`src/rtl/seg7_time_reader.sv`:
```
// rtl/seg7_time_reader.sv - recovers and checks HH:MM:SS from six 7-segment digit buses
// Optional sequence check enabled by defining SEG7_READER_SEQ_CHECK_EN.
module seg7_time_reader #(
  parameter int unsigned STABLE_CYCLES = 4
) (
  input  logic       clk,
  input  logic       rst_n,
  input  logic [6:0] seg_hh1,
  input  logic [6:0] seg_hh2,
  input  logic [6:0] seg_mm1,
  input  logic [6:0] seg_mm2,
  input  logic [6:0] seg_ss1,
  input  logic [6:0] seg_ss2,
  output logic       time_valid,
  output logic [7:0] hh,
  output logic [7:0] mm,
  output logic [7:0] ss,
  output logic       decode_err,
  output logic       seq_err,
  output logic [7:0] err_count
);

  typedef enum logic [1:0] {IDLE, SETTLE, CHECK} state_e;

  localparam logic [7:0] CNT_LAST = 8'(STABLE_CYCLES - 1);

  state_e      state_q, state_d;
  logic [41:0] seg_in, s_q, cap_q, lat_q, lat_d;
  logic        chg_q;
  logic [7:0]  cnt_q, cnt_d;
  logic        apply;
  logic [7:0]  hh_q, mm_q, ss_q, err_q;
  logic        tv_q, derr_q, serr_q;

  assign seg_in = {seg_hh1, seg_hh2, seg_mm1, seg_mm2, seg_ss1, seg_ss2};

  // Returns {legal, bcd value}.
  function automatic logic [4:0] dec_digit(input logic [6:0] p);
    case (p)
      7'h3F: dec_digit = 5'h10;
      7'h06: dec_digit = 5'h11;
      7'h5B: dec_digit = 5'h12;
      7'h4F: dec_digit = 5'h13;
      7'h66: dec_digit = 5'h14;
      7'h6D: dec_digit = 5'h15;
      7'h7D: dec_digit = 5'h16;
      7'h07: dec_digit = 5'h17;
      7'h7F: dec_digit = 5'h18;
      7'h6F: dec_digit = 5'h19;
      default: dec_digit = 5'h00;
    endcase
  endfunction

  logic [4:0] d_h1, d_h2, d_m1, d_m2, d_s1, d_s2;
  logic [7:0] rd_hh, rd_mm, rd_ss;
  logic       good, seq_fail;

  assign d_h1  = dec_digit(lat_q[41:35]);
  assign d_h2  = dec_digit(lat_q[34:28]);
  assign d_m1  = dec_digit(lat_q[27:21]);
  assign d_m2  = dec_digit(lat_q[20:14]);
  assign d_s1  = dec_digit(lat_q[13:7]);
  assign d_s2  = dec_digit(lat_q[6:0]);
  assign rd_hh = {d_h1[3:0], d_h2[3:0]};
  assign rd_mm = {d_m1[3:0], d_m2[3:0]};
  assign rd_ss = {d_s1[3:0], d_s2[3:0]};
  // Digits are valid BCD once legal, so packed BCD compares like binary.
  assign good  = d_h1[4] & d_h2[4] & d_m1[4] & d_m2[4] & d_s1[4] & d_s2[4] &
                 (rd_hh <= 8'h23) & (rd_mm <= 8'h59) & (rd_ss <= 8'h59);

`ifdef SEG7_READER_SEQ_CHECK_EN
  function automatic logic [23:0] bcd_inc_time(input logic [23:0] t);
    logic [3:0] h1, h0, m1, m0, s1, s0;
    {h1, h0, m1, m0, s1, s0} = t;
    if (s0 != 4'd9) s0 = s0 + 4'd1;
    else begin
      s0 = 4'd0;
      if (s1 != 4'd5) s1 = s1 + 4'd1;
      else begin
        s1 = 4'd0;
        if (m0 != 4'd9) m0 = m0 + 4'd1;
        else begin
          m0 = 4'd0;
          if (m1 != 4'd5) m1 = m1 + 4'd1;
          else begin
            m1 = 4'd0;
            if ({h1, h0} == 8'h23) {h1, h0} = 8'h00;
            else if (h0 != 4'd9) h0 = h0 + 4'd1;
            else begin
              h0 = 4'd0;
              h1 = h1 + 4'd1;
            end
          end
        end
      end
    end
    bcd_inc_time = {h1, h0, m1, m0, s1, s0};
  endfunction

  logic        ref_valid_q;
  logic [23:0] exp_t;

  assign exp_t    = bcd_inc_time({hh_q, mm_q, ss_q});
  assign seq_fail = ref_valid_q & good & ({rd_hh, rd_mm, rd_ss} != exp_t);

  always_ff @(posedge clk or negedge rst_n) begin
    if (!rst_n)     ref_valid_q <= 1'b0;
    else if (apply) ref_valid_q <= good;
  end
`else
  assign seq_fail = 1'b0;
`endif

  // chg_q flags that s_q took a different value on the previous edge.
  always_comb begin
    state_d = state_q;
    cnt_d   = cnt_q;
    lat_d   = lat_q;
    apply   = 1'b0;
    case (state_q)
      IDLE: begin
        if (s_q != cap_q) begin
          state_d = SETTLE;
          cnt_d   = 8'd0;
        end
      end
      SETTLE: begin
        if (chg_q) cnt_d = 8'd0;
        else if (cnt_q == CNT_LAST) begin
          lat_d   = s_q;
          state_d = CHECK;
        end else cnt_d = cnt_q + 8'd1;
      end
      CHECK: begin
        apply   = 1'b1;
        state_d = IDLE;
      end
      default: state_d = IDLE;
    endcase
  end

  always_ff @(posedge clk or negedge rst_n) begin
    if (!rst_n) begin
      state_q <= IDLE;
      s_q     <= '0;
      chg_q   <= 1'b0;
      cap_q   <= '0;
      lat_q   <= '0;
      cnt_q   <= 8'd0;
      tv_q    <= 1'b0;
      derr_q  <= 1'b0;
      serr_q  <= 1'b0;
      hh_q    <= 8'h00;
      mm_q    <= 8'h00;
      ss_q    <= 8'h00;
      err_q   <= 8'd0;
    end else begin
      state_q <= state_d;
      s_q     <= seg_in;
      chg_q   <= (seg_in != s_q);
      lat_q   <= lat_d;
      cnt_q   <= cnt_d;
      tv_q    <= apply;
      derr_q  <= apply & ~good;
      serr_q  <= apply & seq_fail;
      if (apply) cap_q <= lat_q;
      if (apply && good) begin
        hh_q <= rd_hh;
        mm_q <= rd_mm;
        ss_q <= rd_ss;
      end
      if (apply && (!good || seq_fail) && (err_q != 8'hFF)) err_q <= err_q + 8'd1;
    end
  end

  assign time_valid = tv_q;
  assign decode_err = derr_q;
  assign seq_err    = serr_q;
  assign hh         = hh_q;
  assign mm         = mm_q;
  assign ss         = ss_q;
  assign err_count  = err_q;

endmodule

```
`config.mk`:
```
export PLATFORM = sky130hd
export DESIGN_NAME = seg7_time_reader
export DESIGN_NICKNAME = d
export VERILOG_FILES = /design/src/rtl/seg7_time_reader.sv
export SDC_FILE = /design/constraint.sdc
export NUM_CORES = 1
export LEC_CHECK = 0
export ABC_AREA = 1
export ABC_CLOCK_PERIOD_IN_PS = 3100
export CAP_MARGIN = 20
export CELL_PAD_IN_SITES_DETAIL_PLACEMENT = 0
export CELL_PAD_IN_SITES_GLOBAL_PLACEMENT = 1
export CORE_UTILIZATION = 50
export CTS_CLUSTER_SIZE = 30
export DETAILED_ROUTE_END_ITERATION = 6
export DONT_BUFFER_PORTS = 1
export PLACE_DENSITY_LB_ADDON = 0.1
export SYNTH_ARGS = -nofsm -noshare
export SYNTH_HDL_FRONTEND = slang
export SYNTH_SLANG_ARGS = --single-unit
```
`constraint.sdc`:
```
create_clock -name clk -period 3.1 [get_ports clk]
set_input_delay 0.62 -clock clk [delete_from_list [all_inputs] [get_ports clk]]
set_output_delay 0.62 -clock clk [all_outputs]
set_load 0.02 [all_outputs]
```
==> results.txt <==
The flow ran to the end, but the final reports show violations. The final reports fail on hold timing. The number of global-route vias before repair is 6432. After layout, the minimum clock period comes to 2.63 ns. The final-layout worst hold slack is -0.125 ns. The number of maximum-capacitance violations is 0. Setup repair after global routing left no endpoint under its margin. The antenna diode count came out at 0.

Entering global routing, the biggest net connects 172 pins. The clock root buffer is sky130_fd_sc_hd__clkbuf_16. The total of endpoints with negative setup slack in the final report is 0. Clock-pin slew was measured on the worst setup and hold paths at 0.07 ns.

In this run the count of I/O pins placed on the die edge is 79. The count of unresolved DRC violations after routing is 0. The number of port buffers came out at 0. The total of fill cells in the finished design came out at 1570. The worst clock skew came out at 0.00825 ns.

The routability congestion estimate came out at 0.836. The highest ir drop seen on vdd is 0.000403 V. For the pin with the worst max-slew slack, the measured transition is 0.634 ns. In this run, post-CTS repair resized a total of 0 instances. The effective utilization at floorplan came out at 51.4%. The final worst slack is 0.466 ns. The number of distinct library cells after synthesis is 38. In this run the deepest clock path goes through 2 buffers. The synthesized instance count is 1070.

From bottom edge to top edge, the die measures 133 um. The post-synthesis cell area is 8550 um^2. The required time at the endpoint of the critical path is 3.42 ns. After detailed routing, the average wire length per cell comes to 15.6 um. The remaining antenna violation count after routing came out at 0. The number of pins exceeding their max-slew limit in the final report is 0. The post-place setup slack came out at 0.483 ns.

The library cells used most frequently in the layout, excluding fill and tap cells, are 316 x sky130_fd_sc_hd__nand2_1, 171 x sky130_fd_sc_hd__dfrtp_1, 117 x sky130_fd_sc_hd__inv_1, 100 x sky130_fd_sc_hd__nor2_1, 99 x sky130_fd_sc_hd__o21ai_0. Yosys attributes the largest share of cell area to sky130_fd_sc_hd__dfrtp_1 50%, sky130_fd_sc_hd__nand2_1 14%, sky130_fd_sc_hd__o21ai_0 5.8%. The power per cell area is 509 nW/um^2. Summing all placed instances gives a cell area of 8730 um^2.

The data arrival time at the worst-slack endpoint came out at 2.96 ns. The number of standard-cell rows in the floorplan came out at 47. The cell taking the most area after synthesis is sky130_fd_sc_hd__dfrtp_1. The cell leakage power came out at 4.34 nW. The synthesized netlist net count came out at 1116. The layout net count came out at 1113. The die area is 17600 um^2. Of the available clock period, the critical path in the final layout requires 85.0%. The headroom to the max-slew limit is 57.8%. The half-perimeter wire length after detailed placement came out at 14900 um. The total wire length after detailed routing came out at 20300 um. Setup total negative slack on the finished layout was measured at 0 ns. The initial antenna violation count is 0. STA classifies the critical path endpoint as a flop. The type of origin of the critical path is a flop. The min-delay analysis places its worst path in the category input pin to asynchronous set/reset pin. The fraction of layout instances using a drive strength above 1 came out at 9.81%. The total number of H-tree levels came out at 4.

TritonCTS built the clock tree. The finished cells cover 9380 um^2. The overall global routing resource usage came out at 24.6%. Cells fill 56.4% of the core in the end. The yosys synthesis warning count came out at 0. By startpoint and endpoint, the worst setup path is classified as flop to flop.

The hold violation total from the final report is 171. The overall die width is 133 um. The mean post-synth cell area is 7.99 um^2. The post-detailed-route via-to-cell ratio came out at 5.03.

Derived from the worst setup path, the maximum achievable clock frequency is 0.380 GHz. The routed via count came out at 6544. The CTS buffer count is 17.

The detailed-routing iteration count for the pre-antenna-repair pass is 5. After the first detailed-routing iteration, the DRC count stood at 427. Once the clock tree was built, the setup fixing pass inserted 0 buffers. Leaving out fill and tap cells, the most frequent cell in the layout is sky130_fd_sc_hd__nand2_1. The clock network latency to the later pin of the worst-skew pair is 0.44 ns. The fraction of the yosys area taken by sequential cells came out at 50.0%. The wire length of the first global-routing pass is 32900 um.

The tree built by TritonCTS fans out to 171 sinks. For this run the aggregate overflow at the end of global routing stands at 0. The maximum fanout along the worst path is 43. After synthesis the netlist holds a flip-flop and latch count of 171. The share of the synthesized area in the top cell type is 50.0%. The core region is 16600 um^2. The layout-stage area growth over the synthesis result is 9.75%.
-- sequential cells by signal (all words and copies together), names as in the netlist --
signal and count:
decode_err 1, lat_q 42, hh 8, time_valid 1, s_q 42, cnt_q 8, ss 8, mm 8
cap_q 42, err_count 8, chg_q 1, state_q 2
-- where the power goes --
| group | leakage (nW) | internal (mW) | total (mW) | switching [mW] |
|---|---|---|---|---|
| clock network | 0.311 | 1.48 | 2.37 | 0.898 |
| logic | 1.74 | 0.0560 | 0.118 | 0.0623 |
| registers | 2.28 | 2.26 | 2.28 | 0.0251 |
-- layer usage --
layer | routed length, um | track usage, % | up-vias | share of wire, %
met5 | 0 | 0 | - | 0
met4 | 477 | 9.07 | 0 | 2.4
met3 | 948 | 5.63 | 29 | 4.7
met2 | 9360 | 39.1 | 147 | 46
met1 | 9500 | 33.0 | 2987 | 47
li1 | - | - | 3381 | -
-- path summary, 6_finish.rpt --
path | startpoint | end | slack (ns) | depth (start not counted)
max | lat_q[11] | hh[7] | 0.47 | 13
max in group asynchronous | rst_n | cap_q[9] | 3.01 | 0
min in group clk | seg_mm2[2] | s_q[16] | 0.21 | 0
max reg2reg | lat_q[11] | hh[7] | 0.47 | 13
min | rst_n | cnt_q[5] | -0.12 | 0
min reg2reg | cap_q[35] | cap_q[35] | 0.49 | 2
-- cell families after synthesis --
family                   Yosys count  synth area share [%]
buffers and inverters            153                  7.18
XOR/XNOR                          49                  5.02
adder cells (fa/ha/maj)            2                 0.293
AO/OA/AOI/OAI                    127                  8.47
other                              1                0.0439
flip-flops                       171                  50.0
AND/OR/NAND/NOR                  567                  28.9
-- through the flow --
| step | std cells | power, mW |
|---|---|---|
| after CTS | 1300 | 4.81 |
| after detailed placement | 1268 | 2.45 |
| final | 1300 | 4.78 |
| after floorplan | 1070 | 2.41 |
| after global placement | 1268 | 2.45 |
| after global routing | 1300 | 4.91 |
-- cell usage after synthesis (all sizes together) --
cell type and n:
a21oi 3, a221oi 1, a311oi 1, and2 4, and3 1, buf 9
clkbuf 18, clkinv 1, conb 1, dfrtp 171, ha 2, inv 125
nand2 319, nand3 54, nand3b 2, nand4 30, nor2 107, nor3 13
nor3b 1, nor4 10, o2111a 1, o21ai 121, or2 26, xnor2 32
xor2 17
-- area by class of cell --
type | count | area (um^2) | area share, %
Clock buffer | 22 | 464 | 4.95
Clock inverter | 10 | 188 | 2.00
Inverter | 126 | 473 | 5.04
Multi-Input combinational cell | 746 | 3670 | 39.1
Sequential cell | 171 | 4280 | 45.6
Tap cell | 220 | 275 | 2.93
Timing Repair Buffer | 5 | 37.5 | 0.400
-- critical path, cell delays in order (launching register included) --
cell and delay, ns:
sky130_fd_sc_hd__dfrtp_1 0.44, sky130_fd_sc_hd__nor2_1 0.15, sky130_fd_sc_hd__nand2_1 0.08, sky130_fd_sc_hd__inv_2 0.07, sky130_fd_sc_hd__nand2_1 0.05, sky130_fd_sc_hd__nand2_1 0.19
sky130_fd_sc_hd__nor2_1 0.10, sky130_fd_sc_hd__nand2_1 0.13, sky130_fd_sc_hd__nand3_1 0.13, sky130_fd_sc_hd__nor2_2 0.13, sky130_fd_sc_hd__nand3_2 0.09, sky130_fd_sc_hd__nor2_4 0.11
sky130_fd_sc_hd__nand3_4 0.47, sky130_fd_sc_hd__and2_1 0.35
Power figures use the tool's default switching activity.
